--- src/rtl/kmeans_pkg.sv ---
// Shared definitions for the Kmeans host streamer: default sizes, data widths
// and the run-controller state encoding.
package kmeans_pkg;

    localparam int unsigned N_WORDS_DEF   = 206;
    localparam int unsigned N_RESULTS_DEF = 100;
    localparam int unsigned AW_DEF        = 8;
    localparam int unsigned RAW_DEF       = 7;
    localparam int unsigned TIMEOUT_DEF   = 1023;

    localparam int unsigned DATA_W  = 32;
    localparam int unsigned LABEL_W = 2;

    typedef enum logic [2:0] {
        ST_IDLE  = 3'd0,
        ST_PRIME = 3'd1,
        ST_SEND  = 3'd2,
        ST_WAIT  = 3'd3,
        ST_FIN   = 3'd4
    } state_t;

endpackage

--- src/rtl/kmeans_stream_host_if.sv ---
// Signal bundle between the Kmeans host streamer and its environment
// (source memory, Kmeans core, result memory, run control).
//   start                 run request
//   mem_addr / mem_rdata  source-memory read port
//   IN_VALID / IN_DATA    word stream toward the core, stalled by busy
//   OUT_VALID / OUT_DATA  cluster labels from the core
//   res_we/addr/data      result-memory write port
//   done/timeout/overflow run status
// master = host streamer, slave = environment.
interface kmeans_stream_host_if
    import kmeans_pkg::*;
#(
    parameter int unsigned AW  = AW_DEF,
    parameter int unsigned RAW = RAW_DEF
);

    logic                start;
    logic [AW-1:0]       mem_addr;
    logic [DATA_W-1:0]   mem_rdata;
    logic                IN_VALID;
    logic [DATA_W-1:0]   IN_DATA;
    logic                busy;
    logic                OUT_VALID;
    logic [LABEL_W-1:0]  OUT_DATA;
    logic                res_we;
    logic [RAW-1:0]      res_addr;
    logic [LABEL_W-1:0]  res_data;
    logic                done;
    logic                timeout;
    logic                overflow;

    modport master (
        input  start, mem_rdata, busy, OUT_VALID, OUT_DATA,
        output mem_addr, IN_VALID, IN_DATA, res_we, res_addr, res_data,
               done, timeout, overflow
    );

    modport slave (
        output start, mem_rdata, busy, OUT_VALID, OUT_DATA,
        input  mem_addr, IN_VALID, IN_DATA, res_we, res_addr, res_data,
               done, timeout, overflow
    );

endinterface

--- src/rtl/kmeans_result_capture.sv ---
// Captures cluster labels from the core into the result memory, counts them,
// tracks idle cycles while waiting for labels and flags surplus labels.
//   clk, rst     clock, async active-high reset
//   clear        accepted start: zero counters and overflow
//   active       run in PRIME/SEND/WAIT; labels outside are ignored
//   in_wait      run in WAIT; enables the idle counter
//   out_valid    label strobe from the core
//   out_data     label value
//   res_we/addr/data  registered result-memory write
//   overflow     sticky: label seen after the result memory was full
//   full_c       all labels of the run received
//   expired_c    idle counter reached its limit
module kmeans_result_capture
    import kmeans_pkg::*;
#(
    parameter int unsigned N_RESULTS = N_RESULTS_DEF,
    parameter int unsigned RAW       = RAW_DEF,
    parameter int unsigned TIMEOUT   = TIMEOUT_DEF
) (
    input  logic               clk,
    input  logic               rst,
    input  logic               clear,
    input  logic               active,
    input  logic               in_wait,
    input  logic               out_valid,
    input  logic [LABEL_W-1:0] out_data,
    output logic               res_we,
    output logic [RAW-1:0]     res_addr,
    output logic [LABEL_W-1:0] res_data,
    output logic               overflow,
    output logic               full_c,
    output logic               expired_c
);

    localparam int unsigned CW = RAW + 1;
    localparam int unsigned IW = $clog2(TIMEOUT + 1);

    logic [CW-1:0] out_cnt;
    logic [IW-1:0] idle_cnt;

    assign full_c    = (out_cnt == CW'(N_RESULTS));
    assign expired_c = (idle_cnt == IW'(TIMEOUT));

    // Label write, counting, overflow and idle tracking
    always_ff @(posedge clk or posedge rst) begin
        if (rst) begin
            out_cnt  <= '0;
            idle_cnt <= '0;
            res_we   <= 1'b0;
            res_addr <= '0;
            res_data <= '0;
            overflow <= 1'b0;
        end else begin
            res_we <= 1'b0;
            if (clear) begin
                out_cnt  <= '0;
                idle_cnt <= '0;
                overflow <= 1'b0;
            end else if (active) begin
                if (out_valid) begin
                    idle_cnt <= '0;
                    if (full_c) begin
                        overflow <= 1'b1;
                    end else begin
                        res_we   <= 1'b1;
                        res_addr <= out_cnt[RAW-1:0];
                        res_data <= out_data;
                        out_cnt  <= out_cnt + CW'(1);
                    end
                end else if (in_wait && !expired_c) begin
                    idle_cnt <= idle_cnt + IW'(1);
                end
            end
        end
    end

endmodule

--- src/rtl/kmeans_stream_host.sv ---
// Host-side streamer for the Kmeans core: on start, reads N_WORDS words from a
// synchronous-read source memory and streams them to the core under busy
// back-pressure, while capturing the returned labels; pulses done when all
// labels are in or the core has gone quiet for TIMEOUT cycles.
//   CLK, RESET   clock, async active-high reset
//   bus          kmeans_stream_host_if master port (memory, core, results, status)
module kmeans_stream_host
    import kmeans_pkg::*;
#(
    parameter int unsigned N_WORDS   = N_WORDS_DEF,
    parameter int unsigned N_RESULTS = N_RESULTS_DEF,
    parameter int unsigned AW        = AW_DEF,
    parameter int unsigned RAW       = RAW_DEF,
    parameter int unsigned TIMEOUT   = TIMEOUT_DEF
) (
    input  logic                 CLK,
    input  logic                 RESET,
    kmeans_stream_host_if.master bus
);

    state_t        state, state_n;
    logic [AW-1:0] ptr, ptr_n;
    logic          in_valid_n, done_n, timeout_n;
    logic          fire_c, last_c, accept_c, active_c, full_c, expired_c;

    assign fire_c   = bus.IN_VALID && !bus.busy;
    assign last_c   = (ptr == AW'(N_WORDS - 1));
    assign accept_c = (state == ST_IDLE) && bus.start;
    assign active_c = (state == ST_PRIME) || (state == ST_SEND) || (state == ST_WAIT);

    // Look one word ahead on a transfer so mem_rdata always holds word ptr
    assign bus.mem_addr = fire_c ? ptr + AW'(1) : ptr;
    assign bus.IN_DATA  = bus.IN_VALID ? bus.mem_rdata : '0;

    // Run controller state and registered outputs
    always_ff @(posedge CLK or posedge RESET) begin
        if (RESET) begin
            state        <= ST_IDLE;
            ptr          <= '0;
            bus.IN_VALID <= 1'b0;
            bus.done     <= 1'b0;
            bus.timeout  <= 1'b0;
        end else begin
            state        <= state_n;
            ptr          <= ptr_n;
            bus.IN_VALID <= in_valid_n;
            bus.done     <= done_n;
            bus.timeout  <= timeout_n;
        end
    end

    // Next state; IN_VALID and done are registered images of the next state
    always_comb begin
        state_n   = state;
        ptr_n     = ptr;
        timeout_n = bus.timeout;
        unique case (state)
            ST_IDLE: begin
                if (bus.start) begin
                    state_n   = ST_PRIME;
                    ptr_n     = '0;
                    timeout_n = 1'b0;
                end
            end
            ST_PRIME: state_n = ST_SEND;
            ST_SEND: begin
                if (fire_c) begin
                    if (last_c) state_n = ST_WAIT;
                    else        ptr_n   = ptr + AW'(1);
                end
            end
            ST_WAIT: begin
                if (full_c) begin
                    state_n = ST_FIN;
                end else if (expired_c) begin
                    state_n   = ST_FIN;
                    timeout_n = 1'b1;
                end
            end
            ST_FIN:  state_n = ST_IDLE;
            default: state_n = ST_IDLE;
        endcase
        in_valid_n = (state_n == ST_SEND);
        done_n     = (state_n == ST_FIN);
    end

    kmeans_result_capture #(
        .N_RESULTS (N_RESULTS),
        .RAW       (RAW),
        .TIMEOUT   (TIMEOUT)
    ) u_capture (
        .clk       (CLK),
        .rst       (RESET),
        .clear     (accept_c),
        .active    (active_c),
        .in_wait   (state == ST_WAIT),
        .out_valid (bus.OUT_VALID),
        .out_data  (bus.OUT_DATA),
        .res_we    (bus.res_we),
        .res_addr  (bus.res_addr),
        .res_data  (bus.res_data),
        .overflow  (bus.overflow),
        .full_c    (full_c),
        .expired_c (expired_c)
    );

endmodule
--- src/flat_wrapper.sv ---
// flat-port wrapper written by rule: the top's interface ports become plain ports
module kmeans_stream_host_flat import kmeans_pkg::*;
#(
    parameter int unsigned N_WORDS   = N_WORDS_DEF,
    parameter int unsigned N_RESULTS = N_RESULTS_DEF,
    parameter int unsigned AW        = AW_DEF,
    parameter int unsigned RAW       = RAW_DEF,
    parameter int unsigned TIMEOUT   = TIMEOUT_DEF
)
  (CLK, RESET, bus_start, bus_mem_rdata, bus_busy, bus_OUT_VALID, bus_OUT_DATA, bus_mem_addr, bus_IN_VALID, bus_IN_DATA, bus_res_we, bus_res_addr, bus_res_data, bus_done, bus_timeout, bus_overflow);
  kmeans_stream_host_if #(.AW(AW), .RAW(RAW)) bus_i ();
  input  logic CLK;
  input  logic RESET;
  input wire logic [$bits(bus_i.start)-1:0] bus_start;
  input wire logic [$bits(bus_i.mem_rdata)-1:0] bus_mem_rdata;
  input wire logic [$bits(bus_i.busy)-1:0] bus_busy;
  input wire logic [$bits(bus_i.OUT_VALID)-1:0] bus_OUT_VALID;
  input wire logic [$bits(bus_i.OUT_DATA)-1:0] bus_OUT_DATA;
  output wire logic [$bits(bus_i.mem_addr)-1:0] bus_mem_addr;
  output wire logic [$bits(bus_i.IN_VALID)-1:0] bus_IN_VALID;
  output wire logic [$bits(bus_i.IN_DATA)-1:0] bus_IN_DATA;
  output wire logic [$bits(bus_i.res_we)-1:0] bus_res_we;
  output wire logic [$bits(bus_i.res_addr)-1:0] bus_res_addr;
  output wire logic [$bits(bus_i.res_data)-1:0] bus_res_data;
  output wire logic [$bits(bus_i.done)-1:0] bus_done;
  output wire logic [$bits(bus_i.timeout)-1:0] bus_timeout;
  output wire logic [$bits(bus_i.overflow)-1:0] bus_overflow;
  assign bus_i.start = bus_start;
  assign bus_i.mem_rdata = bus_mem_rdata;
  assign bus_i.busy = bus_busy;
  assign bus_i.OUT_VALID = bus_OUT_VALID;
  assign bus_i.OUT_DATA = bus_OUT_DATA;
  assign bus_mem_addr = bus_i.mem_addr;
  assign bus_IN_VALID = bus_i.IN_VALID;
  assign bus_IN_DATA = bus_i.IN_DATA;
  assign bus_res_we = bus_i.res_we;
  assign bus_res_addr = bus_i.res_addr;
  assign bus_res_data = bus_i.res_data;
  assign bus_done = bus_i.done;
  assign bus_timeout = bus_i.timeout;
  assign bus_overflow = bus_i.overflow;
  kmeans_stream_host #(.N_WORDS(N_WORDS), .N_RESULTS(N_RESULTS), .AW(AW), .RAW(RAW), .TIMEOUT(TIMEOUT)) u_core (.CLK(CLK), .RESET(RESET), .bus(bus_i));
endmodule
--- config.mk ---
export PLATFORM = sky130hd
export DESIGN_NAME = kmeans_stream_host_flat
export DESIGN_NICKNAME = d
export VERILOG_FILES = /design/src/rtl/kmeans_pkg.sv /design/src/rtl/kmeans_stream_host_if.sv /design/src/rtl/kmeans_result_capture.sv /design/src/rtl/kmeans_stream_host.sv /design/src/flat_wrapper.sv
export SDC_FILE = /design/constraint.sdc
export NUM_CORES = 1
export LEC_CHECK = 0
export BUFFER_PORTS_ARGS = -buffer_cell sky130_fd_sc_hd__buf_4
export CAP_MARGIN = 20
export CORE_ASPECT_RATIO = 0.5
export CORE_MARGIN = 8
export CORE_UTILIZATION = 54
export DETAILED_ROUTE_END_ITERATION = 7
export PLACE_DENSITY = 0.83
export SLEW_MARGIN = 20
export SYNTH_ARGS = -nofsm -noshare
export SYNTH_HDL_FRONTEND = slang
export SYNTH_SLANG_ARGS = --single-unit
export TNS_END_PERCENT = 30
--- constraint.sdc ---
create_clock -name CLK -period 2.7 [get_ports CLK]
set_input_delay 0.27 -clock CLK [delete_from_list [all_inputs] [get_ports CLK]]
set_output_delay 0.27 -clock CLK [all_outputs]
set_load 0.05 [all_outputs]
---- Word level (Yosys, flattened, before mapping) ----
Cells that the tools add are included.
cells by class
  mux-type cells .......................... 32
  div/mod/pow operators ................... 0
  multiply operators ...................... 0
  add/subtract/negate cells ............... 3
  bitwise operators ....................... 2
  magnitude comparators ................... 0
  eq/ne operators ......................... 14
  reductions and logical operators ........ 20
  shifts and indexed selects .............. 0
operators with widths
  kind                                                             number
  8-bit two-way mux                                                8
  10-bit two-way mux                                               4
  32-bit two-way mux                                               1
  8-bit by 1-bit adder with 8-bit output, second input constant    2
  8-bit one-hot mux with 2 select lines                            1
  3-bit two-way mux                                                5
  3-bit one-hot mux with 4 select lines                            1
  4-bit AND reduction                                              3
  1-bit two-way mux                                                11
  10-bit by 1-bit adder with 10-bit output, second input constant  1
  10-bit == test, second input constant                            1
  2-bit nonzero test                                               5
  3-bit by 2-bit == test with 1-bit output, second input constant  3
  8-bit by 7-bit == test with 1-bit output, second input constant  1
  8-bit == test, second input constant                             1
  2-bit by 1-bit != test with 1-bit output, second input constant  3
  2-bit != test, second input constant                             3
  3-bit AND reduction                                              2
  3-bit by 1-bit == test with 1-bit output, second input constant  1
  3-bit == test, second input constant                             1
  1-bit logical AND                                                3
  3-bit logical NOT                                                1
  3-bit nonzero test                                               1
  1-bit logical NOT                                                2
  other kinds (4)                                                  6
storage, ports and cells
  memories kept ........................... 0
  latch bits .............................. 0
  logic and storage cells ................. 82
  flip-flop bits (word level) ............. 43
  input bits .............................. 39
  output and inout port bits .............. 54
  ROM bits ................................ 0
  memory bits (writable) .................. 0

---- Longest topological paths before layout ----
  depth after elaboration ................. 7
  gate-level depth with buffers ........... 6
  mapped depth without buffers ............ 6

---- Cells and area by module ----
A second synthesis with hierarchy kept.
second synthesis, totals
  cells, all modules ...................... 273
  area, all modules ....................... 2538.7 um^2
modules (own cells, without submodules)
  module                 area each (um^2)  instances  seq. area each (um^2)  cells an instance
  kmeans_result_capture  1420.1            1          725.7                  135
  kmeans_stream_host     1118.6            1          350.3                  138

---- Worst setup path before layout ----
Ideal clock, no wire load.
  path kind ............................... register to output
  start ................................... reg u_core.bus.IN_VALID
  end ..................................... out bus_mem_addr[1]
  data required time ...................... 2.430 ns
  cell stages (with the launch flop) ...... 4
  arrival ................................. 2.092 ns
  path buffers ............................ 1
  setup slack ............................. 0.338 ns
  path through ............................ dfrtp_1 nand2b_1 buf_2 o21ai_0
on the way
  longest elaborated chain between the ends .. 2
RTL lines
  what                    line                         source
  from (decl)             kmeans_stream_host_if.sv:34  output mem_addr, IN_VALID, IN_DATA, res_we, res_addr, res_data,
  from (signal assigned)  kmeans_stream_host.sv:46     bus.IN_VALID <= in_valid_n;
  1-bit logical AND       kmeans_stream_host.sv:26     assign fire_c = bus.IN_VALID && !bus.busy;
  8-bit two-way mux       kmeans_stream_host.sv:32     assign bus.mem_addr = fire_c ? ptr + AW'(1) : ptr;
  to (decl)               flat_wrapper.sv:19           output wire logic [$bits(bus_i.mem_addr)-1:0] bus_mem_addr;
Every way passes these cells.

---- Worst setup path after layout ----
  start ................................... reg u_core.ptr[0]
  end ..................................... out bus_mem_addr[6]
on the way
  longest elaborated chain between the ends .. 2
RTL lines
  what                                    line                      source
  from (decl)                             kmeans_stream_host.sv:22  logic [AW-1:0] ptr, ptr_n;
  from (signal assigned)                  kmeans_stream_host.sv:45  ptr <= ptr_n;
  8-bit by 1-bit adder with 8-bit output  kmeans_stream_host.sv:32
  8-bit two-way mux                       kmeans_stream_host.sv:32
Every way passes these cells.

==> out/metrics.cfg <==
[synthesis]
ys_dominant_reg_cell = dfrtp_1
ys_warn_count = 0
postSynthRegisterBits = 43
synth-edff-count = 0
synth_top_area_share_pct = 41.49
postSynthNetCount = 298
netlist.top_cell.by_area = dfrtp_1
synth_cells = 254
avgSynthCellArea_um2 = 10.21
synth.distinct_cells = 55
synth.area.top_cells = dfrtp_1, and2_1, mux2_2, nor2_1, xnor2_1
synth_sequential_area_ratio_pct = 41.49
synthesis.area_um2 = 2594
async_flop_share_pct = 100.0

[sta]
setup-tns-final_ns = 0
tightestPinTransition_ns = 0.6271
final_hold_viol_count = 0
finalWorstPathRequiredPeriod_ns = 2.290
maxClockFrequency_mhz = 436.7
rsz0062_at_grt = no
clock-skew-final_ns = 0.007846
max-slew-margin-rel_pct = 57.88
worst_hold_slack_ns = 0.1004
slew_violations = 0
final.period_utilization_pct = 84.81
setup_viol = 0

[setup_path]
worst_case_register_to_register_setup_slack_ns = 0.71
worstSetupStartpoint = u_core.ptr[0]$_DFFE_PP0P_
crit_path_max_fanout = 6
timing.critical_path.required_ns = 2.43
delay_contributed_by_the_slowest_stage_of_the_critical_path_ns = 0.46
master_of_the_slowest_instance_on_the_critical_path = dfrtp_1
critical_path_class = flop to output pin
worst_setup_path_start_kind = flop
worstReg2RegStart = u_core.bus.IN_VALID$_DFF_PP0_
timing.critical_path.arrival_ns = 2.02
critical_path.endpoint_type = output pin
critical_path.cell_chain = ha_1 -> nand3_1 -> or2_2 -> nor2_1 -> xor2_1 -> buf_4

[placed_design]
dpl.hpwl_mm = 5.356
routabilityCongestion = 0.8767
placement.io_buffers = 92

[cells_and_area]
drive_above_1_share_pct = 37.57
nNetsFinal = 389
growth_of_design_area_from_synthesis_to_finish_pct = 31.93
antennaDiodeCount = 0

[clock_network]
cts_buffer_depth = 2
clkTransAtPathRegs_ns = 0.08
cts_root_buf = clkbuf_8
numCtsBuffers = 5
clock_tree.htree_level_count = 2
hold_buffers = 0
number_of_instances_resized_during_post_cts_repair = 0
tritoncts = built
worst_skew_pair.late_latency_ns = 0.30
numClockSinks = 43
cts_setup_buffers = 0

[hold_path]
hold_class = primary input to asynchronous set/reset pin

[job]
max_cap_viol_count = 0

[floorplanning]
die_height_um = 65.01
dieWidth_um = 114.0
floorplan.initialDensity_pct = 57.52
placeableCoreArea_um2 = 4509
dieArea_um2 = 7411
placement_rows = 17
io_pins = 93

[drt]
remaining_drc_errors = 0
vias = 2294
detail_route.first_pass.iterations = 4
post_drt_wl_per_cell_um = 16.80
drt_first_iter_violations = 108
drt_wl_total_mm = 6.920
antenna_violating_nets_post_route = 0
post_drt_via_cell_ratio = 5.568

[grt]
top_usage_layer = met2
grt_antenna_before_repair = 0
grt_use_met3_pct = 5.171
grt_first_pass_wirelength_mm = 11.08
first_global_vias = 2213
met1_resource_use_gr_pct = 22.34
grt_usage_pct = 18.44
grt.met2_usage_pct = 30.29
grt.overflow.total = 0
grt_max_degree = 44

[outcome]
status = finished clean

[power]
p_per_area_nw_per_um2 = 1038
p_leak_nw = 1.643
max-vdd-ir-drop_mv = 0.5223

==> state kept, by name, summed over array words and instances (netlist names) <==
signal,flops
u_core.u_capture.res_addr,7
u_core.u_capture.res_we,1
u_core.u_capture.overflow,1
u_core.u_capture.out_cnt,8
u_core.u_capture.res_data,2
u_core.bus.IN_VALID,1
u_core.ptr,8
u_core.state,3
u_core.bus.timeout,1
u_core.u_capture.idle_cnt,10
u_core.bus.done,1
==> power by group <==
group / internal (mW) / switching, mW
clock: 0.233 / 0.220
sequential: 0.798 / 0.212
combinational: 0.690 / 1.40
==> path summary, 6_finish.rpt <==
check | endpoint | depth (start not counted)
max | bus_mem_addr[6] | 6
min | u_core.ptr[0]$_DFFE_PP0P_ | 3
max reg2reg | u_core.ptr[2]$_DFFE_PP0P_ | 5
min reg2reg | u_core.u_capture.res_addr[3]$_DFFE_PP0P_ | 1
max in group asynchronous | u_core.u_capture.idle_cnt[0]$_DFFE_PP0P_ | 3
min in group CLK | u_core.u_capture.res_data[0]$_DFFE_PP0P_ | 2
==> cell usage after synthesis, drive strengths merged, types with 3 or more instances <==
cell type / number
dfrtp: 43
and2: 35
nor2: 22
nand2: 17
nand3: 10
mux2: 9
buf: 8
xnor2: 8
a21oi: 7
o21ai: 7
xor2: 7
and4: 6
inv: 6
nor4: 6
ha: 5
mux2i: 5
nand4: 5
nor3: 5
a221o: 4
a31oi: 3
clkbuf: 3
nor4b: 3
or2: 3
or3: 3
==> critical path: cells and delay by family, from the launching register on <==
kind	cells	cell delay, ns
xor gates and xnor gates	1	0.17
buffers and inverters	1	0.22
DFF	1	0.46
and+or+nand+nor	3	0.65
adders and majority gates	1	0.22
==> layout make-up <==
cell class              instances  area, um2
clock buffers                   7      96.34
multi-input cells             194       1424
flip-flops and latches         43       1076
inverters                       6      22.52
well taps                      66      82.58
fillers                       340       1087
repair buffers                 95      713.2
clock inverters                 1      7.507
==> cell usage in the layout, fill, tap and decap left out, drive strengths merged, types with 2 or more instances in the layout <==
cell	instances
nand2	17
clkbuf	7
and4	6
ha	5
or4b	2
and3	2
nor4	6
mux2	9
nand3	10
nand4	5
xnor2	8
and2	35
a221o	4
nor3	5
o22a	2
a31oi	3
or2	3
or3	3
nand3b	2
o21ai	7
inv	6
buf	95
mux2i	5
nor4b	3
nor2	22
a21oi	7
dfrtp	43
xor2	7
==> logic make-up (layout without fill, tap and decap cells) <==
kind of cell               after synthesis  in the layout  share of synthesized area (%)
xor gates and xnor gates                15             15                          5.065
buffers and inverters                   17            109                          3.618
and+or+nand+nor                        126            126                          30.92
AOI/OAI and AO/OA                       34             34                          10.66
adders and majority gates                5              5                          2.412
muxes                                   14             14                          5.837
DFF                                     43             43                          41.49
==> per-layer routing <==
| metal | wire (um) | share of wire [%] | up-vias |
|---|---|---|---|
| met2 | 3278 | 47 | 102 |
| met5 | 0 | 0 | - |
| li1 | - | - | 1084 |
| met3 | 610 | 8.8 | 15 |
| met1 | 2858 | 41 | 1093 |
| met4 | 173 | 2.5 | 0 |
==> metrics by stage <==
stage	setup slack, ns	power, mW	cells	util, %	instance area (um2)
final	0.4103	3.552	412	75.89	3422
after global routing	0.2806	3.741	412	75.89	3422
after global placement	0.7772	3.061	404	73.58	3318
after detailed placement	0.7375	3.115	404	73.58	3318
after floorplan	0.3380	2.520	254	-	2594
after CTS	0.4193	3.573	412	75.89	3422
No activity file was read; power rests on OpenSTA's default activity.
